[config.mk]
export PLATFORM = sky130hd
export DESIGN_NAME = craps_sequencer
export DESIGN_NICKNAME = d
export VERILOG_FILES = /design/src/rtl/craps_sequencer.sv
export SDC_FILE = /design/constraint.sdc
export NUM_CORES = 1
export LEC_CHECK = 0
export CAP_MARGIN = 20
export CORE_ASPECT_RATIO = 0.5
export CORE_MARGIN = 2
export CORE_UTILIZATION = 54
export DETAILED_ROUTE_END_ITERATION = 6
export GPL_TIMING_DRIVEN = 0
export PLACE_DENSITY = 0.76
export SETUP_SLACK_MARGIN = 0.02
export SYNTH_ARGS = -nofsm -noshare
export SYNTH_HDL_FRONTEND = slang
export SYNTH_SLANG_ARGS = --single-unit
[constraint.sdc]
create_clock -name clk -period 3.8 [get_ports clk]
set_input_delay 0.76 -clock clk [delete_from_list [all_inputs] [get_ports clk]]
set_output_delay 0.76 -clock clk [all_outputs]
set_load 0.01 [all_outputs]
[src/rtl/craps_sequencer.sv]
// Craps game-flow controller: debounces the roll button, gates the dice counters
// while it is held, and scores come-out and point rolls from the frozen dice sum.
module craps_sequencer #(
    parameter int DEBOUNCE_CYCLES = 4
) (
    input  logic       clk,
    input  logic       Reset,
    input  logic       rb_raw,
    input  logic [3:0] sum_in,
    output logic       roll_en,
    output logic [3:0] point,
    output logic       point_valid,
    output logic       win,
    output logic       lose,
    output logic [3:0] roll_count,
    output logic       err
);

    localparam logic [15:0] CntLast = 16'(DEBOUNCE_CYCLES - 1);

    typedef enum logic [2:0] {
        IDLE,
        ROLL1,
        EVAL1,
        POINT,
        ROLLN,
        EVALN,
        DONE
    } state_t;

    logic        syncMeta_q;
    logic        syncOut_q;
    logic        db_q;
    logic        db_d;
    logic        dbPrev_q;
    logic [15:0] cnt_q;
    logic [15:0] cnt_d;

    state_t      state_q;
    logic        rollEn_q;
    logic [3:0]  point_q;
    logic        pointValid_q;
    logic        win_q;
    logic        lose_q;
    logic [3:0]  rollCount_q;
    logic        err_q;

    logic        press;
    logic        release_;
    logic        sumLegal;
    logic [3:0]  countInc;

    // The level only flips after an unbroken run of differing samples; any agreeing sample restarts the run.
    always_comb begin
        db_d  = db_q;
        cnt_d = cnt_q;
        if (syncOut_q == db_q) begin
            cnt_d = '0;
        end else if (cnt_q == CntLast) begin
            db_d  = ~db_q;
            cnt_d = '0;
        end else begin
            cnt_d = cnt_q + 16'd1;
        end
    end

    always_ff @(posedge clk or posedge Reset) begin
        if (Reset) begin
            syncMeta_q <= 1'b0;
            syncOut_q  <= 1'b0;
            db_q       <= 1'b0;
            dbPrev_q   <= 1'b0;
            cnt_q      <= '0;
        end else begin
            syncMeta_q <= rb_raw;
            syncOut_q  <= syncMeta_q;
            db_q       <= db_d;
            dbPrev_q   <= db_q;
            cnt_q      <= cnt_d;
        end
    end

    assign press    = db_q & ~dbPrev_q;
    assign release_ = ~db_q & dbPrev_q;
    assign sumLegal = (sum_in >= 4'd2) && (sum_in <= 4'd12);
    assign countInc = (rollCount_q == 4'd15) ? rollCount_q : rollCount_q + 4'd1;

    always_ff @(posedge clk or posedge Reset) begin
        if (Reset) begin
            state_q      <= IDLE;
            rollEn_q     <= 1'b0;
            point_q      <= '0;
            pointValid_q <= 1'b0;
            win_q        <= 1'b0;
            lose_q       <= 1'b0;
            rollCount_q  <= '0;
            err_q        <= 1'b0;
        end else begin
            err_q <= 1'b0;
            case (state_q)
                IDLE: begin
                    if (press) begin
                        state_q  <= ROLL1;
                        rollEn_q <= 1'b1;
                    end
                end
                ROLL1: begin
                    if (release_) begin
                        state_q  <= EVAL1;
                        rollEn_q <= 1'b0;
                    end
                end
                EVAL1: begin
                    if (!sumLegal) begin
                        err_q   <= 1'b1;
                        state_q <= IDLE;
                    end else begin
                        rollCount_q <= countInc;
                        case (sum_in)
                            4'd7, 4'd11: begin
                                win_q   <= 1'b1;
                                state_q <= DONE;
                            end
                            4'd2, 4'd3, 4'd12: begin
                                lose_q  <= 1'b1;
                                state_q <= DONE;
                            end
                            default: begin
                                point_q      <= sum_in;
                                pointValid_q <= 1'b1;
                                state_q      <= POINT;
                            end
                        endcase
                    end
                end
                POINT: begin
                    if (press) begin
                        state_q  <= ROLLN;
                        rollEn_q <= 1'b1;
                    end
                end
                ROLLN: begin
                    if (release_) begin
                        state_q  <= EVALN;
                        rollEn_q <= 1'b0;
                    end
                end
                EVALN: begin
                    if (!sumLegal) begin
                        err_q   <= 1'b1;
                        state_q <= POINT;
                    end else begin
                        rollCount_q <= countInc;
                        // The point value stays on the display after the game ends; only the valid flag drops.
                        if (sum_in == point_q) begin
                            win_q        <= 1'b1;
                            pointValid_q <= 1'b0;
                            state_q      <= DONE;
                        end else if (sum_in == 4'd7) begin
                            lose_q       <= 1'b1;
                            pointValid_q <= 1'b0;
                            state_q      <= DONE;
                        end else begin
                            state_q <= POINT;
                        end
                    end
                end
                DONE: begin
                    if (press) begin
                        win_q        <= 1'b0;
                        lose_q       <= 1'b0;
                        point_q      <= '0;
                        pointValid_q <= 1'b0;
                        rollCount_q  <= '0;
                        rollEn_q     <= 1'b1;
                        state_q      <= ROLL1;
                    end
                end
                default: begin
                    state_q  <= IDLE;
                    rollEn_q <= 1'b0;
                end
            endcase
        end
    end

    assign roll_en     = rollEn_q;
    assign point       = point_q;
    assign point_valid = pointValid_q;
    assign win         = win_q;
    assign lose        = lose_q;
    assign roll_count  = rollCount_q;
    assign err         = err_q;

endmodule
Word level (Yosys, flattened, before mapping)
Cells that the tools add are included.
{"block": "word_totals", "register_bits": 36, "in_bits": 7, "output_inout_bits": 13, "elab_cells": 118}
{"block": "op_classes", "n_addsub": 2, "magnitude_cmp": 2, "n_eq_ne": 33, "n_mux": 42, "n_bitwise": 6, "n_reduce_logical": 20}
{"cell": "two-way mux 16 bit", "count": 2}
{"cell": "two-way mux 3 bit", "count": 9}
{"cell": "!= test 2 bit (second input constant)", "count": 13}
{"cell": "two-way mux 4 bit", "count": 5}
{"cell": "two-way mux 1 bit", "count": 19}
{"cell": "one-hot mux 3 bit (6 select lines)", "count": 1}
{"cell": "adder 16 x 1 -> 16 bit (second input constant)", "count": 1}
{"cell": "equality test 16 x 2 -> 1 bit (second input constant)", "count": 1}
{"cell": "one-hot mux 4 bit (2 select lines)", "count": 2}
{"cell": "equality test 4 bit (second input constant)", "count": 3}
{"cell": "one-hot mux 1 bit (3 select lines)", "count": 4}
{"cell": "AND reduction 4 bit", "count": 3}
{"cell": "AND reduction 6 bit", "count": 2}
{"cell": "equality test 3 bit (second input constant)", "count": 3}
{"cell": "equality test 4 x 2 -> 1 bit (second input constant)", "count": 2}
{"cell": "!= test 2 x 1 -> 1 bit (second input constant)", "count": 4}
{"cell": "OR reduction 2 bit", "count": 4}
{"cell": "AND reduction 7 bit", "count": 1}
{"cell": "equality test 3 x 2 -> 1 bit (second input constant)", "count": 2}
{"cell": "OR reduction 3 bit", "count": 2}
{"cell": "OR reduction 5 bit", "count": 1}
{"cell": "adder 4 x 1 -> 4 bit (second input constant)", "count": 1}
{"cell": "equality test 4 x 3 -> 1 bit (second input constant)", "count": 1}
{"cell": "equality test 4 bit", "count": 1}
{"cell": "other kinds (13)", "count": 18}

Logic depth before layout (Yosys ltp)
Gate-level depths: netlist of run 1.
{"block": "depth", "ltp_word": 5, "ltp_mapped": 6, "mapped_depth_nobuf": 6}

Worst setup path before layout of run 1
OpenSTA, ideal clock, no wires.
{"block": "synth_path", "path_type": "in2reg", "from": "input port sum_in[1]", "to": "register rollCount_q[1], in the netlist roll_count[1]", "setup_time_ns": 0.126, "t_arrival_ns": 1.873, "required_time_ns": 3.674, "setup_slack_ns": 1.801, "cell_stages": 6, "path_buffers": 1, "cell_sequence": "buf_6 or3_1 and3_4 o2111ai_1 a21oi_1 a311o_1"}
{"block": "synth_via", "elab_chain_cells": 4}
{"item": "start: declaration", "line_no": "9", "text": "input logic [3:0] sum_in,"}
{"item": "greater-or-equal comparator 4 x 2 -> 1 bit or <= comparator 4 bit (tied branches)", "line_no": "85", "text": "assign sumLegal = (sum_in >= 4'd2) && (sum_in <= 4'd12);"}
{"item": "logical AND 1 bit *", "line_no": "85"}
{"item": "!= test 2 x 1 -> 1 bit (no line) *"}
{"item": "AND reduction 4 bit (no line) *"}
{"item": "end signal: assignment", "line_no": "118", "text": "rollCount_q <= countInc;"}
{"item": "end signal: assignment", "line_no": "153", "text": "rollCount_q <= countInc;"}
{"item": "end: declaration", "line_no": "45", "text": "logic [3:0] rollCount_q;"}
Every way passes the cells marked *; elsewhere a longest branch is shown, timed or not.
A chain may end at the register's enable or synchronous reset.

Final worst setup path of run 1
{"block": "layout_path", "from": "input port sum_in[3]", "to": "register state_q[0]"}
{"block": "layout_via", "elab_chain_cells": 5}
{"item": "equality test 4 x 3 -> 1 bit (tied with other cells)", "line_no": "119, 159"}
{"item": "OR reduction 5 bit (no line) or two-way mux 3 bit (tied branches)"}
{"item": "two-way mux 3 bit (on tied branches)", "line_no": "119, 155"}
{"item": "two-way mux 3 bit (on tied branches)", "line_no": "114, 149"}
{"item": "one-hot mux 3 bit (6 select lines) *", "line_no": "100", "text": "case (state_q)"}
{"item": "end signal: assignment", "line_no": "103", "text": "state_q <= ROLL1;"}
{"item": "end signal: assignment", "line_no": "116", "text": "state_q <= IDLE;"}
{"item": "end signal: assignment", "line_no": "122", "text": "state_q <= DONE;"}
{"item": "end: declaration", "line_no": "39", "text": "state_t state_q;"}
Marked as above.

==> results of run 1 <==
==> kinds of logic (layout without fill, tap and decap cells) <==
kind of cell,Yosys count,count (layout)
xor+xnor,18,18
mux,2,2
fa+ha+maj,3,3
flops,36,36
buf+inv,22,48
simple gates,96,96
compound gates,56,56
==> flip-flops by register name, indices dropped and copies added (netlist names) <==
name,flops
err,1
syncOut_q,1
point,4
db_q,1
syncMeta_q,1
roll_en,1
win,1
roll_count,4
point_valid,1
cnt_q,16
lose,1
dbPrev_q,1
state_q,3
==> worst register-to-register path, delay by kind of cell, from the launching register on <==
kind                       cells  cell delay, ns
DFF                            1            0.45
and+or+nand+nor                2            0.31
adders and majority gates      1            0.30
AOI/OAI and AO/OA              3            0.66
==> worst paths after layout <==
path	start	slack (ns)	cells after the start	endpoint
worst max-delay path	sum_in[3]	1.57	6	state_q[0]
worst min-delay path	syncMeta_q	0.35	0	syncOut_q
worst max register to register	roll_count[0]	1.97	6	roll_count[1]
worst min register to register	syncMeta_q	0.35	0	syncOut_q
max in group asynchronous	Reset	2.33	3	point[1]
min in group asynchronous	Reset	0.92	2	cnt_q[9]
==> metal layers <==
layer  track usage  share of wire  vias up
li1              -              -      888
met1         0.305           0.49      851
met2         0.335           0.46       52
met3        0.0670          0.049        2
met4        0.0392         0.0029        0
met5             0              0        -
==> layout make-up <==
cell class	count	area (sq um)	share of cell area
Clock buffer	6	72.6	0.0290
Clock inverter	2	35.0	0.0140
Tap cell	54	67.6	0.0270
Inverter	10	37.5	0.0150
Sequential cell	36	901	0.360
Buffer	12	75.1	0.0300
Timing Repair Buffer	18	198	0.0790
Multi-Input combinational cell	175	1120	0.446
==> power by group through the flow <==
stage	Clock, uW	Sequential, uW	Combinational [uW]
after floorplan	0	576	481
after global placement	0	564	712
after detailed placement	0	568	730
after CTS	338	562	735
after global routing	359	578	819
final	329	563	742
==> through the flow <==
step           instance area (sq um)  hold slack, ns
6_report                        2500           0.348
5_1_grt                         2500           0.368
4_1_cts                         2500           0.352
3_5_place_dp                    2390           0.336
3_3_place_gp                    2370           0.336
2_1_floorplan                   2130           0.331
==> layout by cell type (no fill, tap or decap), types with 2 or more instances in the layout <==
cell,instances
dfrtp_1,36
nor2_1,26
nand2_1,17
o21ai_0,17
clkdlybuf4s50_1,17
xor2_1,15
nand3_1,12
a21oi_1,11
inv_1,10
nand4_1,7
buf_2,6
clkbuf_8,5
or3_1,4
nor4_1,4
and3_1,3
xnor2_1,3
and4_1,3
and2_1,3
and2b_1,2
buf_6,2
buf_4,2
o211ai_1,2
a41oi_1,2
o311ai_0,2
nor3_1,2
a32o_1,2
nand2b_1,2
nor3b_1,2
clkbuf_1,2
a31oi_1,2
mux2_2,2
o22ai_1,2
ha_1,2
==> cells in the mapped netlist, types with 3 or more instances <==
cell type	number
xnor2_1	3
a21oi_1	11
and2_1	3
nor4_1	4
nand3_1	12
nor2_1	26
and4_1	3
inv_1	10
dfrtp_1	36
or3_1	4
nand4_1	7
buf_2	6
and3_1	3
nand2_1	17
xor2_1	15
o21ai_0	17
==> report_table.html, run 1 <==
<table>
<tr><th>Metric</th><th>Value</th></tr>
<tr><th colspan="2">Synthesis</th></tr>
<tr><td>Cell type with the largest total area after synthesis</td><td>dfrtp_1</td></tr>
<tr><td>Area fraction in and, or, nand and nor cells after synthesis</td><td>0.238</td></tr>
<tr><td>Total of warnings raised by yosys</td><td>0</td></tr>
<tr><td>Net Count, Synth</td><td>around 240</td></tr>
<tr><td>Most used DFF post-synth</td><td>dfrtp_1</td></tr>
<tr><td>Number of instances in the synthesized netlist</td><td>between 200 and 250</td></tr>
<tr><td>Dominant combinational cell family by area after synthesis</td><td>simple AND/OR/NAND/NOR gates</td></tr>
<tr><td>Share of the synthesized area in compound gates (AO/OA/AOI/OAI)</td><td>0.185</td></tr>
<tr><td>Unique cell type count in the Yosys netlist</td><td>58</td></tr>
<tr><td>Proportion of netlist area held by the largest area contributor</td><td>0.423</td></tr>
<tr><td>Syn Area/Cell</td><td>just over 9 sq um</td></tr>
<tr><td>Portion of netlist area occupied by mux cells</td><td>0.0106</td></tr>
<tr><td>Cell area after synthesis</td><td>about 0.0021 sq mm</td></tr>
<tr><td>Number of synthesized flops with an enable pin</td><td>0</td></tr>
<tr><td>Proportion of synthesized chip area in sequential cells</td><td>0.423</td></tr>
<tr><td>Number of synthesized register bits</td><td>36</td></tr>
<tr><td>Proportion of register bits with asynchronous set or reset after synthesis</td><td>1.00</td></tr>
<tr><td>Adder-cell share of the synthesized area</td><td>0.0165</td></tr>
<tr><td>Top cells by area, synth</td><td>dfrtp_1 42%, xor2_1 6.2%, nor2_1 4.6%, o21ai_0 4.0%, nand2_1 3.0%</td></tr>
<tr><td>Xor/xnor cell area share of the yosys netlist</td><td>0.0740</td></tr>
<tr><th colspan="2">Power</th></tr>
<tr><td>Overall Power</td><td>between 1500 and 2000 uW</td></tr>
<tr><td>Part of the power in registers</td><td>0.344</td></tr>
<tr><td>Leakage</td><td>0.00106 uW</td></tr>
<tr><td>Max IR drop VDD</td><td>0.000490 V</td></tr>
<tr><td>Logic gate share of total power</td><td>0.454</td></tr>
<tr><td>Net Switching</td><td>around 630 uW</td></tr>
<tr><td>Relative contribution of the clock network to total power</td><td>0.202</td></tr>
<tr><td>Fraction of power spent switching nets</td><td>0.386</td></tr>
<tr><td>Internal power component</td><td>approximately 1000 uW</td></tr>
<tr><td>Power per standard cell area</td><td>~650 mW/mm^2</td></tr>
<tr><th colspan="2">Clock network</th></tr>
<tr><td>Worst-Skew Late Latency</td><td>0.28 ns</td></tr>
<tr><td>Hold buffer count at cts</td><td>0</td></tr>
<tr><td>Number of clock buffers inserted by TritonCTS</td><td>5</td></tr>
<tr><td>Root buffer cell</td><td>clkbuf_8</td></tr>
<tr><td>Clock tree from TritonCTS</td><td>built</td></tr>
<tr><td>Number of gates given a new drive strength after cts</td><td>0</td></tr>
<tr><td>Clock-pin slew reported for the worst setup and hold paths after clock tree synthesis</td><td>around 0.070 ns</td></tr>
<tr><td>CTS H-tree depth</td><td>2</td></tr>
<tr><td>Number of clock sinks</td><td>36</td></tr>
<tr><td>Clock tree buffer depth</td><td>2</td></tr>
<tr><td>Post-CTS setup buffers</td><td>0</td></tr>
<tr><th colspan="2">Critical path</th></tr>
<tr><td>Largest fanout of any net on the critical path</td><td>3</td></tr>
<tr><td>CP startpoint kind</td><td>input pin</td></tr>
<tr><td>Required time at the worst-slack endpoint</td><td>~4.0 ns</td></tr>
<tr><td>Arrival time reported for the critical path endpoint</td><td>~2.4 ns</td></tr>
<tr><td>CP peak stage delay</td><td>0.45 ns</td></tr>
<tr><td>Cell with the biggest individual delay on the critical path</td><td>clkdlybuf4s50_1</td></tr>
<tr><td>Worst setup EP type</td><td>flop</td></tr>
<tr><td>Type of the setup path with the least slack</td><td>input pin to flop</td></tr>
<tr><td>Buffer and inverter count on the worst path</td><td>1</td></tr>
<tr><td>Cell class contributing the biggest share of worst-path delay</td><td>compound AO/OA/AOI/OAI gates</td></tr>
<tr><td>Ordered list of cells on the worst path</td><td>clkdlybuf4s50_1 &gt; xor2_1 &gt; o41ai_2 &gt; nor2_1 &gt; o311ai_0 &gt; o21ai_1</td></tr>
<tr><th colspan="2">Cells and area</th></tr>
<tr><td>Diodes inserted</td><td>0</td></tr>
<tr><td>Ratio of cells with drive above 1 in the final layout</td><td>0.108</td></tr>
<tr><td>Signed area change from the synthesized netlist to the final layout</td><td>17.5%</td></tr>
<tr><td>Core Util, Final</td><td>0.651</td></tr>
<tr><td>Net count, final</td><td>~270</td></tr>
<tr><td>Number of fillers in the final layout</td><td>316</td></tr>
<tr><td>Final std cells w/o fill</td><td>313</td></tr>
<tr><th colspan="2">Timing</th></tr>
<tr><td>Worst slew pin tran</td><td>about 0.78 ns</td></tr>
<tr><td>Min setup slack post-route</td><td>between 1.5 and 2 ns</td></tr>
<tr><td>Total count of hold-check failures in the final report</td><td>0</td></tr>
<tr><td>Post-Route Setup TNS</td><td>0 ns</td></tr>
<tr><td>Min Tclk post-route</td><td>2.23 ns</td></tr>
<tr><td>Unrepaired setup endpoints after global routing</td><td>no</td></tr>
<tr><td>Highest attainable clock frequency</td><td>roughly 450 MHz</td></tr>
<tr><td>Post-route clock period utilization</td><td>0.587</td></tr>
<tr><td>Final number of setup-violating endpoints</td><td>0</td></tr>
<tr><td>Final Max Slew Viols</td><td>0</td></tr>
<tr><td>Worst slew margin relative to its limit</td><td>0.480</td></tr>
<tr><td>Max Clock Skew</td><td>~0.0047 ns</td></tr>
<tr><th colspan="2">Routing</th></tr>
<tr><td>Mean routed wirelength per cell</td><td>roughly 14 um</td></tr>
<tr><td>Iteration-0 DRC Markers</td><td>slightly above 80</td></tr>
<tr><td>Remaining routing DRC violations</td><td>0</td></tr>
<tr><td>Post-DRT Antenna Nets</td><td>0</td></tr>
<tr><td>Vias post-DR</td><td>1,793</td></tr>
<tr><td>Count of TritonRoute iterations in the first routing pass</td><td>4</td></tr>
<tr><td>Average vias per placed instance</td><td>around 5.7</td></tr>
<tr><td>DRT Wirelength</td><td>about 4500 um</td></tr>
<tr><th colspan="2">GRT</th></tr>
<tr><td>Vias in the first global route</td><td>between 1,500 and 2,000</td></tr>
<tr><td>Antenna violations before repair</td><td>0</td></tr>
<tr><td>Total Routing Usage GR</td><td>0.216</td></tr>
<tr><td>Pin count of the biggest net entering global routing</td><td>20</td></tr>
<tr><td>Global route total overflow</td><td>0</td></tr>
<tr><td>First-pass GRT wire length</td><td>7720 um</td></tr>
<tr><th colspan="2">Die</th></tr>
<tr><td>Area of the placeable core</td><td>about 0.0038 sq mm</td></tr>
<tr><td>Initial Utilization</td><td>0.554</td></tr>
<tr><td>Floorplan row count</td><td>16</td></tr>
<tr><td>Vertical die dimension</td><td>48.4 um</td></tr>
<tr><td>Die boundary width</td><td>~93 um</td></tr>
<tr><td>IO Count</td><td>20</td></tr>
<tr><td>DIE AREA</td><td>around 0.0045 sq mm</td></tr>
<tr><th colspan="2">Outcome</th></tr>
<tr><td>Run status</td><td>complete, no violations</td></tr>
<tr><th colspan="2">Placement</th></tr>
<tr><td>Number of port buffers</td><td>17</td></tr>
<tr><td>Placed cell count</td><td>~300</td></tr>
<tr><td>Worst setup slack after placement</td><td>1.30 ns</td></tr>
<tr><td>Post-DP HPWL</td><td>about 3200 um</td></tr>
<tr><td>Routability-driven placement congestion ratio</td><td>0.909</td></tr>
<tr><th colspan="2">Worst hold path</th></tr>
<tr><td>Class of the most critical hold timing path</td><td>flop to flop</td></tr>
<tr><th colspan="2">Run</th></tr>
<tr><td>Total of max-cap violations</td><td>0</td></tr>
</table>
Power figures use the tool's default switching activity.
==> run 2, diff against run 1 <==
==> constraint.sdc (replaced) <==
create_clock -name clk -period 2.3 [get_ports clk]
set_input_delay 0.46 -clock clk [delete_from_list [all_inputs] [get_ports clk]]
set_output_delay 0.46 -clock clk [all_outputs]
set_load 0.01 [all_outputs]
==> results of run 2 <==
Same layout as run 1 (identical final DEF). Status: complete, no violations.
Among the figures that moved: setup slack after placement 1.30 ns -> 0.102 ns; setup slack after layout 1.57 ns -> 0.371 ns; register-to-register setup slack 1.97 ns -> 0.47 ns; total power 1630 uW -> 2700 uW; worst IR drop on VDD 0.000490 V -> 0.000809 V
